--- config.mk ---
export PLATFORM = sky130hd
export DESIGN_NAME = digit_serial_adder
export DESIGN_NICKNAME = d
export VERILOG_FILES = /design/src/rtl/adder_pkg.sv /design/src/rtl/digit_adder.sv /design/src/rtl/full_adder.sv /design/src/rtl/digit_serial_adder.sv
export SDC_FILE = /design/constraint.sdc
export NUM_CORES = 1
export LEC_CHECK = 0
export ABC_CLOCK_PERIOD_IN_PS = 5440
export CAP_MARGIN = 20
export CORE_MARGIN = 5
export CORE_UTILIZATION = 44
export CTS_BUF_LIST = sky130_fd_sc_hd__clkbuf_8
export DETAILED_ROUTE_END_ITERATION = 16
export PLACE_DENSITY_LB_ADDON = 0.3
export SKIP_CTS_REPAIR_TIMING = 1
export SYNTH_ARGS = -nofsm -noshare
export SYNTH_HDL_FRONTEND = slang
export SYNTH_SLANG_ARGS = --single-unit
--- constraint.sdc ---
create_clock -name clk -period 5.44 [get_ports clk]
set_input_delay 1.088 -clock clk [delete_from_list [all_inputs] [get_ports clk]]
set_output_delay 1.088 -clock clk [all_outputs]
set_load 0.01 [all_outputs]
--- src/rtl/adder_pkg.sv ---
// Shared types and elaboration helpers for the digit-serial adder family.
package adder_pkg;

  typedef enum logic [1:0] {
    IDLE = 2'd0,
    RUN  = 2'd1,
    DONE = 2'd2
  } state_t;

  // Number of digit cycles per operation; guarded so a bad DIGIT cannot divide by zero.
  function automatic int digits(input int width, input int digit);
    return (digit > 0) ? (width / digit) : 1;
  endfunction

  function automatic int cnt_w(input int n);
    return (n > 1) ? $clog2(n) : 1;
  endfunction

endpackage

--- src/rtl/digit_adder.sv ---
// Combinational DIGIT-bit ripple adder built from full_adder cells.
// Also exposes the carry into its top bit so the caller can derive signed overflow.
module digit_adder #(
  parameter int DIGIT = 4
) (
  input  logic [DIGIT-1:0] a,
  input  logic [DIGIT-1:0] b,
  input  logic             cin,
  output logic [DIGIT-1:0] sum,
  output logic             cout,
  output logic             cmsb
);

  logic [DIGIT:0] carry_s;

  assign carry_s[0] = cin;

  for (genvar i = 0; i < DIGIT; i++) begin : g_bit
    full_adder u_fa (
      .a   (a[i]),
      .b   (b[i]),
      .cin (carry_s[i]),
      .s   (sum[i]),
      .cout(carry_s[i+1])
    );
  end

  assign cout = carry_s[DIGIT];
  assign cmsb = carry_s[DIGIT-1];

endmodule

--- src/rtl/full_adder.sv ---
// Single-bit full adder cell, the per-bit primitive of the digit adder.
module full_adder (
  input  logic a,
  input  logic b,
  input  logic cin,
  output logic s,
  output logic cout
);

  assign s    = a ^ b ^ cin;
  assign cout = (a & b) | (cin & (a ^ b));

endmodule

--- src/rtl/digit_serial_adder.sv ---
// Multi-cycle WIDTH-bit adder processing DIGIT bits per clock, with valid/ready
// handshakes on both sides and signed-overflow reporting.
module digit_serial_adder
  import adder_pkg::*;
#(
  parameter int WIDTH = 16,
  parameter int DIGIT = 4
) (
  input  logic             clk,
  input  logic             rst_n,
  input  logic             in_valid,
  output logic             in_ready,
  input  logic [WIDTH-1:0] a,
  input  logic [WIDTH-1:0] b,
  input  logic             C_in,
  output logic             out_valid,
  input  logic             out_ready,
  output logic [WIDTH-1:0] Sum,
  output logic             C_out,
  output logic             overflow
);

  localparam int N     = digits(WIDTH, DIGIT);
  localparam int CNT_W = cnt_w(N);
  localparam logic [CNT_W-1:0] LAST = CNT_W'(N - 1);

  if (WIDTH < 1 || DIGIT < 1 || DIGIT > WIDTH || (WIDTH % DIGIT) != 0) begin : g_bad_params
    $fatal(1, "digit_serial_adder: DIGIT must divide WIDTH and lie in 1..WIDTH");
  end

  state_t           state_r;
  state_t           state_nxt_s;
  logic [WIDTH-1:0] a_sh_r;
  logic [WIDTH-1:0] b_sh_r;
  logic [WIDTH-1:0] sum_sh_r;
  logic [WIDTH-1:0] sum_nxt_s;
  logic             carry_r;
  logic [CNT_W-1:0] cnt_r;
  logic [DIGIT-1:0] dsum_s;
  logic             dcout_s;
  logic             dcmsb_s;

  digit_adder #(.DIGIT(DIGIT)) u_digit (
    .a   (a_sh_r[DIGIT-1:0]),
    .b   (b_sh_r[DIGIT-1:0]),
    .cin (carry_r),
    .sum (dsum_s),
    .cout(dcout_s),
    .cmsb(dcmsb_s)
  );

  // New digit enters at the top; after N digits the LSB digit has reached bit 0.
  assign sum_nxt_s = (sum_sh_r >> DIGIT) | (WIDTH'(dsum_s) << (WIDTH - DIGIT));

  assign in_ready  = (state_r == IDLE);
  assign out_valid = (state_r == DONE);

  // State register.
  always_ff @(posedge clk or negedge rst_n) begin
    if (!rst_n) begin
      state_r <= IDLE;
    end else begin
      state_r <= state_nxt_s;
    end
  end

  // Next-state logic.
  always_comb begin
    state_nxt_s = state_r;
    case (state_r)
      IDLE: begin
        if (in_valid) state_nxt_s = RUN;
        else          state_nxt_s = IDLE;
      end
      RUN: begin
        if (cnt_r == LAST) state_nxt_s = DONE;
        else               state_nxt_s = RUN;
      end
      DONE: begin
        if (out_ready) state_nxt_s = IDLE;
        else           state_nxt_s = DONE;
      end
      default: state_nxt_s = IDLE;
    endcase
  end

  // Operand/sum shift registers, carry, digit counter and result registers.
  always_ff @(posedge clk or negedge rst_n) begin
    if (!rst_n) begin
      a_sh_r   <= {WIDTH{1'b0}};
      b_sh_r   <= {WIDTH{1'b0}};
      sum_sh_r <= {WIDTH{1'b0}};
      carry_r  <= 1'b0;
      cnt_r    <= {CNT_W{1'b0}};
      Sum      <= {WIDTH{1'b0}};
      C_out    <= 1'b0;
      overflow <= 1'b0;
    end else begin
      case (state_r)
        IDLE: begin
          if (in_valid) begin
            a_sh_r  <= a;
            b_sh_r  <= b;
            carry_r <= C_in;
            cnt_r   <= {CNT_W{1'b0}};
          end
        end
        RUN: begin
          a_sh_r   <= a_sh_r >> DIGIT;
          b_sh_r   <= b_sh_r >> DIGIT;
          sum_sh_r <= sum_nxt_s;
          carry_r  <= dcout_s;
          cnt_r    <= cnt_r + CNT_W'(1);
          if (cnt_r == LAST) begin
            Sum      <= sum_nxt_s;
            C_out    <= dcout_s;
            overflow <= dcmsb_s ^ dcout_s;
          end
        end
        default: begin
        end
      endcase
    end
  end

endmodule

==> results of run 1 <==
[worst reg2reg max path, delay by kind of cell (launching register included)]
kind                     cells  cell delay (ns)
XOR/XNOR                     1             0.15
adder cells (fa/ha/maj)      4             1.25
buffers and inverters        3             0.22
flip-flops                   1             0.32
multiplexers                 1             0.25
[area by class of cell]
cell class / count / area share (%)
inverters: 39 / 3.74
clock inverters: 7 / 1.56
flip-flops and latches: 67 / 42.8
well taps: 96 / 3.07
repair buffers: 62 / 15.9
multi-input cells: 128 / 29.7
clock buffers: 9 / 3.16
[power breakdown]
group          total, uW  switching, uW  internal, uW
clock                390            184           207
sequential           868            118           750
combinational       1040            482           555
total               2300            783          1510
[placed cells by master (no fill, tap or decap), types with 2 or more instances in the layout]
| master | count |
|---|---|
| mux2_4 | 6 |
| clkbuf_8 | 9 |
| nor4b_1 | 4 |
| clkinv_2 | 3 |
| mux2_2 | 17 |
| nand2_1 | 8 |
| nand3b_1 | 9 |
| inv_1 | 41 |
| nand2b_1 | 4 |
| mux2i_1 | 6 |
| or4b_1 | 2 |
| mux2_1 | 2 |
| a222oi_1 | 19 |
| clkdlybuf4s50_1 | 55 |
| fa_1 | 4 |
| buf_4 | 4 |
| o221a_2 | 2 |
| o221ai_1 | 8 |
| dfrtp_1 | 67 |
| a211oi_1 | 4 |
| nor2b_1 | 19 |
| nor3b_1 | 4 |
[worst paths after layout]
kind | to | cells after the start | slack, ns | from
max | in_ready | 4 | 2.19 | state_r[1]$_DFF_PN0_
max reg2reg | overflow$_DFFE_PN0P_ | 9 | 3.15 | carry_r$_DFFE_PN0P_
min | b_sh_r[15]$_DFFE_PN0P_ | 2 | 0.50 | b_sh_r[15]$_DFFE_PN0P_
min in group asynchronous | Sum[7]$_DFFE_PN0P_ | 2 | 0.92 | rst_n
min reg2reg | b_sh_r[15]$_DFFE_PN0P_ | 2 | 0.50 | b_sh_r[15]$_DFFE_PN0P_
max in group asynchronous | a_sh_r[7]$_DFFE_PN0P_ | 2 | 3.97 | rst_n
[metal layers]
metal  vias to the layer above  routed length (um)  GRT usage [%]
met3                         6                 361           6.61
met2                        62                2970           23.5
met4                         0                  88           5.90
met5                         -                   0              0
li1                        998                   -              -
met1                      1042                2810           20.2
[flip-flops by register name, summed over array words and instances (netlist names)]
register  count
b_sh_r       16
sum_sh_r     12
carry_r       1
cnt_r         2
C_out         1
state_r       2
a_sh_r       16
Sum          16
overflow      1
[cells in the mapped netlist, types with 2 or more instances]
master / number / area, um2
a211oi_1: 4 / 30.0
a222oi_1: 19 / 190
buf_2: 8 / 40.0
buf_6: 7 / 78.8
clkbuf_1: 6 / 22.5
dfrtp_1: 67 / 1680
fa_1: 4 / 80.1
inv_1: 39 / 146
mux2_1: 2 / 22.5
mux2_2: 17 / 191
mux2_4: 6 / 90.1
mux2i_1: 6 / 60.1
nand2_1: 8 / 30.0
nand2b_1: 4 / 25.0
nand3b_1: 9 / 67.6
nor2b_1: 19 / 119
nor3b_1: 4 / 30.0
nor4b_1: 4 / 35.0
o221a_2: 2 / 22.5
o221ai_1: 8 / 70.1
or4b_1: 2 / 20.0
[kinds of logic (layout without fill, tap and decap cells)]
family,after synthesis,in the layout
fa+ha+maj,5,5
compound gates,38,38
xor+xnor,1,1
buf+inv,60,117
mux,31,31
simple gates,53,53
flops,67,67
[metrics by stage]
stage               instances  hold slack, ns  setup WS [ns]
finish                    408           0.495           2.19
global route              408           0.516           2.04
CTS                       407           0.497           2.18
detailed placement        391           0.478           2.09
global placement          390           0.472           2.08
floorplan                 255           0.457           3.30
==> flow_summary.toml, run 1 <==
[logic_synthesis]
synth_mux_area_share_pct = 11.6
synth_top_family_by_area = "multiplexers"
synth.avg_cell_area_um2 = 12.3
ys_warn_count = 0
synth_flop_cell = "dfrtp_1"
syn_inst = 255
synth_xor_area_share_pct = 0.280
async_reset_ff_share_pct = 100
synth-simple-area-share_pct = 11.2
synth_edf_count = 0
synth-compound-area-share_pct = 11.2
ys_seq_elements = 67
synthAdderAreaFrac_pct = 2.96
ys_seq_area_share_pct = 53.6
yosysUniqueCellTypes = 31
synthesis.nets = 297
syn_area_um2 = 3130

[layout]
drive_gt1_share_pct = 15.7
antenna_cells = 0
multiInputGateArea_um2 = 1160
area_growth_syn_to_layout_pct = 25.2
regArea_um2 = 1680
fin_area_um2 = 3920
final_core_util_pct = 57.0
fin_nets = 349
nFillCells = 613

[timing]
tightestPinTransition_ns = 1.10
rsz0062_at_grt = "no"
fin_crit_ns = 3.25
setup_viol = 0
maxSlewHeadroom_pct = 26.3
finalHoldViolCount = 0
max_freq_ghz = 0.308
drv_slew = 0
skew_ns = 0.0101
fin_crit_sh_pct = 59.7
tns_ns = 0

[clock_network]
htree_num_levels = 3
clkLatencyLatePin_ns = 0.34
cts_buffers = 9
cts.clk_slew.worst_paths_ns = 0.08
cts_tree = "yes"
cts.sinks = 67
ctsRootBufferMaster = "clkbuf_8"
clockBufferDepth = 2

[placement]
gp_congestion = 0.740
io_buffers = 56
dpl.hpwl_um = 4040
dpl_cell_area_um2 = 3700

[global_routing]
grt_max_degree = 68
grt_overflow = 0
antenna_found_initial = 0
grt_pass1_wl_um = 10600
grt_pass1_vias = 2180
track_usage_pct = 15.7

[setup_path]
start_kind = "flop"
required_ns = 4.35
crit_fanout = 34
crit_type = "flop to output port"
crit_chain = "buf_4 > nor2_1 > buf_6 > clkdlybuf4s50_1"
crit_path_top_delay_cell = "clkdlybuf4s50_1"
worst_path_largest_cell_delay_ns = 0.55
cp_num_buf_inv = 3
crit_family = "buffers and inverters"
critical_path.endpoint_type = "output port"
cp.arrival_ns = 2.16

[route]
drtIter0Drc = 195
drt_wl_total_um = 6230
detail_route.vias_per_cell = 5.17
ant_nets = 0
drc_errors = 0
wl_per_cell_um = 15.3
vias = 2108
drt_pass1_iterations = 5

[floorplan]
rows = 30
dieWidth_um = 94.3
io_pins = 57
core_area_um2 = 6870
initial_core_util_pct = 45.6
die_area_um2 = 8900
fp.dieH_um = 94.3

[power]
p_per_area_nw_per_um2 = 586
leakage_uw = 0.00175
total_power_uw = 2300
peakVddDrop_mv = 0.197

[hold_path]
holdCritPathClass = "flop to flop"

[outcome]
status = "completed"

[run]
drv_cap = 0
Note: power is estimated with default switching activity, not from simulation.
==> run 2: changes to the inputs <==
--- a/config.mk
+++ b/config.mk
@@ -5,7 +5,7 @@
 export SDC_FILE = /design/constraint.sdc
 export NUM_CORES = 1
 export LEC_CHECK = 0
-export ABC_CLOCK_PERIOD_IN_PS = 5440
+export ABC_CLOCK_PERIOD_IN_PS = 2800
 export CAP_MARGIN = 20
 export CORE_MARGIN = 5
 export CORE_UTILIZATION = 44
==> constraint.sdc (replaced) <==
create_clock -name clk -period 2.8 [get_ports clk]
set_input_delay 0.56 -clock clk [delete_from_list [all_inputs] [get_ports clk]]
set_output_delay 0.56 -clock clk [all_outputs]
set_load 0.01 [all_outputs]
==> run 2 against run 1 <==
Sequential power is 98% higher. Total power increased by 96%. Critical path depth increased by 5. Highest routed layer unchanged. Setup slack lost 1.7 ns. Clock skew fell by 0.0024 ns. Worst hold slack lost 0.26 ns. Critical endpoint is now overflow$_DFFE_PN0P_. Utilization is 0.20 points higher. Non-clock buffer count rose by 2. Register-to-register slack lost 2.6 ns. Die area unchanged.
==> flow_summary.toml, run 2 (synthesis gave the netlist of run 1 again) <==
[setup_path]
crit_path_top_delay_cell = "fa_1"
r2r-start = "carry_r$_DFFE_PN0P_"
start_kind = "flop"
crit_type = "flop to flop"
reg2reg_setup_slack_ns = 0.53
rr_worst_depth = 9
timing.rr.end = "overflow$_DFFE_PN0P_"
cp.arrival_ns = 2.49
startpoint = "carry_r$_DFFE_PN0P_"
critical_path.endpoint_type = "flop"
crit_chain = "inv_1 > fa_1 > inv_1 > fa_1 > fa_1 > inv_1 > fa_1 > xnor2_1 > mux2_2"
crit_fanout = 3
cp_common_cell = "fa_1"
required_ns = 3.01
worst_path_largest_cell_delay_ns = 0.42

[timing]
maxSlewHeadroom_pct = 56.3
skew_ns = 0.00778
fin_crit_sh_pct = 81.2
finalHoldViolCount = 0
setup_viol = 0
drv_slew = 0
fin_crit_ns = 2.27
tightestPinTransition_ns = 0.654
max_freq_ghz = 0.440
tns_ns = 0
rsz0062_at_grt = "no"

[route]
drt_wl_total_um = 6320
drc_errors = 0
wl_met2_um = 3020
wl_met3_um = 351
vias = 2150
ant_nets = 0
drt_pass1_iterations = 7
highest_layer = "met4"
drtIter0Drc = 177
detail_route.vias_per_cell = 5.24
wl_per_cell_um = 15.4
drt-met1-wl_um = 2840

[floorplan]
rows = 30
dieWidth_um = 94.3
core_area_um2 = 6870
io_pins = 57
die_area_um2 = 8900
fp.dieH_um = 94.3
initial_core_util_pct = 45.6

[power]
peakVddDrop_mv = 0.561
p_per_area_nw_per_um2 = 1150
p_switching_uw = 1540
swShare_pct = 34.3
intPower_uw = 2960
power_frac_seq_pct = 38.1
pwr-share-clk_pct = 17.3
leakage_uw = 0.00175
comb_power_share_pct = 44.6

[layout]
fin_nets = 351
area_growth_syn_to_layout_pct = 25.6
antenna_cells = 0
layout_commonest_cell = "dfrtp_1"
drive_gt1_share_pct = 16.2
layout_common_cells = "dfrtp_1, clkdlybuf4s50_1, inv_1"
final_core_util_pct = 57.2
nFillCells = 585
top_regs = "Sum x16, a_sh_r x16, b_sh_r x16"

[outcome]
status = "completed"

[global_routing]
track_usage_pct = 15.5
grt_overflow = 0
grt_pass1_vias = 2164
grt_pass1_wl_um = 10800
grt_max_degree = 68
antenna_found_initial = 0

[placement]
dpl.hpwl_um = 4210
io_buffers = 56
gp_congestion = 0.837

[clock_network]
clockBufferDepth = 2
cts_buffers = 9
cts.clk_slew.worst_paths_ns = 0.07
ctsRootBufferMaster = "clkbuf_8"
cts.sinks = 67
htree_num_levels = 3
cts_tree = "yes"
clkLatencyLatePin_ns = 0.33

[run]
drv_cap = 0

[hold_path]
holdCritPathClass = "primary input to asynchronous set/reset pin"
-- run 2: critical path: cells and delay by family, from the launching register on --
family,cells,cell delay (ns)
adders and majority gates,4,1.22
DFF,1,0.32
muxes,1,0.26
buffers and inverters,3,0.21
xor gates and xnor gates,1,0.14
-- run 2: cell type report --
class,instances,area [um2],area share (%)
Clock buffer,10,138,3.50
Multi-Input combinational cell,128,1160,29.6
Tap cell,96,120,3.06
Inverter,39,146,3.72
Clock inverter,6,57.6,1.46
Timing Repair Buffer,64,628,16.0
Sequential cell,67,1680,42.6
-- run 2: power by group through the flow --
stage / Combinational (uW) / Sequential (uW) / Clock [uW]
after global placement: 1970 / 1720 / 0
after CTS: 2030 / 1720 / 808
final: 2010 / 1720 / 780
after global routing: 2230 / 1780 / 840
after floorplan: 1410 / 1730 / 0
after detailed placement: 2020 / 1740 / 0
-- run 2: worst max-delay path by stage --
| stage | slack, ns | end | depth (start not counted) |
|---|---|---|---|
| floorplan | 0.66 | overflow$_DFFE_PN0P_ | 9 |
| global placement | 0.60 | overflow$_DFFE_PN0P_ | 9 |
| detailed placement | 0.54 | overflow$_DFFE_PN0P_ | 9 |
| CTS | 0.52 | overflow$_DFFE_PN0P_ | 9 |
| global route | 0.44 | overflow$_DFFE_PN0P_ | 9 |
| finish | 0.53 | overflow$_DFFE_PN0P_ | 9 |
-- run 2: layer usage --
layer | track usage, % | vias up
li1 | - | 1001
met4 | 6.26 | 0
met1 | 20.9 | 1062
met2 | 24.5 | 79
met5 | 0 | -
met3 | 3.11 | 8
-- run 2: stage by stage --
step / cells / hold slack (ns) / area (um2) / total power [uW] / setup WS [ns]
6_report: 410 / 0.240 / 3930 / 4510 / 0.527
5_1_grt: 410 / 0.255 / 3930 / 4840 / 0.436
4_1_cts: 410 / 0.243 / 3930 / 4560 / 0.521
3_5_place_dp: 394 / 0.477 / 3740 / 3760 / 0.541
3_3_place_gp: 394 / 0.472 / 3740 / 3690 / 0.600
2_1_floorplan: 255 / 0.264 / 3130 / 3140 / 0.662
==> run 3: changes to the inputs <==
--- a/config.mk
+++ b/config.mk
@@ -5,7 +5,7 @@
 export SDC_FILE = /design/constraint.sdc
 export NUM_CORES = 1
 export LEC_CHECK = 0
-export ABC_CLOCK_PERIOD_IN_PS = 2800
+export ABC_CLOCK_PERIOD_IN_PS = 2300
 export CAP_MARGIN = 20
 export CORE_MARGIN = 5
 export CORE_UTILIZATION = 44
==> constraint.sdc (replaced) <==
create_clock -name clk -period 2.3 [get_ports clk]
set_input_delay 0.46 -clock clk [delete_from_list [all_inputs] [get_ports clk]]
set_output_delay 0.46 -clock clk [all_outputs]
set_load 0.01 [all_outputs]
==> run 3 against run 2 <==
Clock skew hardly changed. Setup slack worse by 0.46 ns. Utilization is 0.66 points higher. Combinational power is 23% higher. Register-to-register slack worse by 0.46 ns. Clock-buffer cell count is 3 higher. Maximum frequency is 1.9% higher. Routed wire length is 1.5% lower. Sequential share of layout area is 0.48 points lower. Critical path depth stayed put. Global-route usage is 0.20 points higher. Worst hold slack worse by 0.16 ns.
==> flow_summary.toml, run 3 (synthesis gave the netlist of run 1 again) <==
[placement]
pre_cts_slack_ns = 0.0206
io_buffers = 56
placed_cells = 397
dpl_cell_area_um2 = 3760
dpl.hpwl_um = 4400
gp_congestion = 0.847

[layout]
final_core_util_pct = 57.9
final_cell_count_no_fill = 412
top_regs = "Sum x16, a_sh_r x16, b_sh_r x16"
layout_common_cells = "dfrtp_1, clkdlybuf4s50_1, inv_1"
area_growth_syn_to_layout_pct = 27.1
drive_gt1_share_pct = 17.7
layout_commonest_cell = "dfrtp_1"
fin_area_um2 = 3980
fin_nets = 354
nFillCells = 580
antenna_cells = 0

[outcome]
status = "completed"

[route]
wl_per_cell_um = 15.1
drt_pass1_iterations = 7
drt_wl_total_um = 6220
detail_route.vias_per_cell = 5.28
drc_errors = 0
drtIter0Drc = 160
ant_nets = 0
vias = 2176

[timing]
drv_slew = 0
max_freq_ghz = 0.448
setup_viol = 0
finalHoldViolCount = 0
tightestPinTransition_ns = 0.567
hold_ws_ns = 0.0796
fin_crit_ns = 2.23
rsz0062_at_grt = "yes"
layout_setup_ws_ns = 0.0702
maxSlewHeadroom_pct = 62.2
skew_ns = 0.00758
fin_crit_sh_pct = 96.9

[floorplan]
rows = 30
fp.dieH_um = 94.3
initial_core_util_pct = 45.6
core_area_um2 = 6870
die_area_um2 = 8900
io_pins = 57
dieWidth_um = 94.3

[global_routing]
antenna_found_initial = 0
grt_max_degree = 33
grt_overflow = 0
grt_pass1_vias = 2230
grt_pass1_wl_um = 10800
track_usage_pct = 15.7

[clock_network]
clockBufferDepth = 2
cts.clk_slew.worst_paths_ns = 0.07
cts_tree = "yes"
htree_num_levels = 3
cts.sinks = 67
ctsRootBufferMaster = "clkbuf_8"
cts_buffers = 9
clkLatencyLatePin_ns = 0.33

[power]
p_per_area_nw_per_um2 = 1400
leakage_uw = 0.00178
peakVddDrop_mv = 0.531

[setup_path]
crit_type = "flop to flop"
crit_fanout = 3
cp.arrival_ns = 2.45
start_kind = "flop"
critical_path.endpoint_type = "flop"
required_ns = 2.52

[hold_path]
holdCritPathClass = "primary input to asynchronous set/reset pin"

[run]
drv_cap = 0
==> run 3: cell count changes in the layout (fill, tap and decap cells not counted), sizes merged <==
cell,change
inv,-1
clkbuf,+3
clkinv,-1
clkinvlp,-2
buf,+3
==> run 3: final timing paths <==
check / startpoint / endpoint / slack [ns] / cells past startpoint
max: carry_r$_DFFE_PN0P_ / overflow$_DFFE_PN0P_ / 0.07 / 9
min: rst_n / sum_sh_r[10]$_DFFE_PN0P_ / 0.08 / 1
max reg2reg: carry_r$_DFFE_PN0P_ / overflow$_DFFE_PN0P_ / 0.07 / 9
min reg2reg: sum_sh_r[5]$_DFFE_PN0P_ / sum_sh_r[5]$_DFFE_PN0P_ / 0.48 / 1
max in group asynchronous: rst_n / sum_sh_r[12]$_DFFE_PN0P_ / 1.53 / 2
min in group clk: sum_sh_r[5]$_DFFE_PN0P_ / sum_sh_r[5]$_DFFE_PN0P_ / 0.48 / 1
==> run 3: stage by stage <==
stage	TNS (ns)	power (uW)
after detailed placement	0	4590
after floorplan	0	3820
after global routing	-0.0163	6030
final	0	5580
after CTS	0	5630
after global placement	0	4500
==> run 3: final cells by class <==
type / instances / area (um2) / share of cell area, %
clock buffer: 13 / 179 / 4.50
clock inverter: 2 / 33.8 / 0.850
inverter: 39 / 146 / 3.68
multi-input combinational: 128 / 1170 / 29.4
sequential: 67 / 1680 / 42.2
tap: 96 / 120 / 3.02
timing repair buffer: 67 / 651 / 16.4
==> run 3: report_power, final <==
| group | switching (uW) | leakage [uW] | internal, uW |
|---|---|---|---|
| Sequential | 308 | 0.000796 | 1780 |
| Combinational | 1130 | 0.000867 | 1350 |
| Clock | 402 | 0.000113 | 610 |
| Total | 1850 | 0.00178 | 3730 |
==> run 3: metal layers <==
layer  GRT usage (%)  part of all wire [%]  up-vias
met5               0                     0        -
met4            4.81                   1.7        0
met3            5.98                   8.2       10
met2            24.2                    47      101
met1            20.6                    43     1060
li1                -                     -     1005
==> run 3: critical path, cell delays in order, from the launching register on <==
cell and delay [ns]:
dfrtp_1 0.33, inv_1 0.07, fa_1 0.42, inv_1 0.08
fa_1 0.18, fa_2 0.22, inv_1 0.06, fa_2 0.36
xnor2_1 0.14, mux2_2 0.26
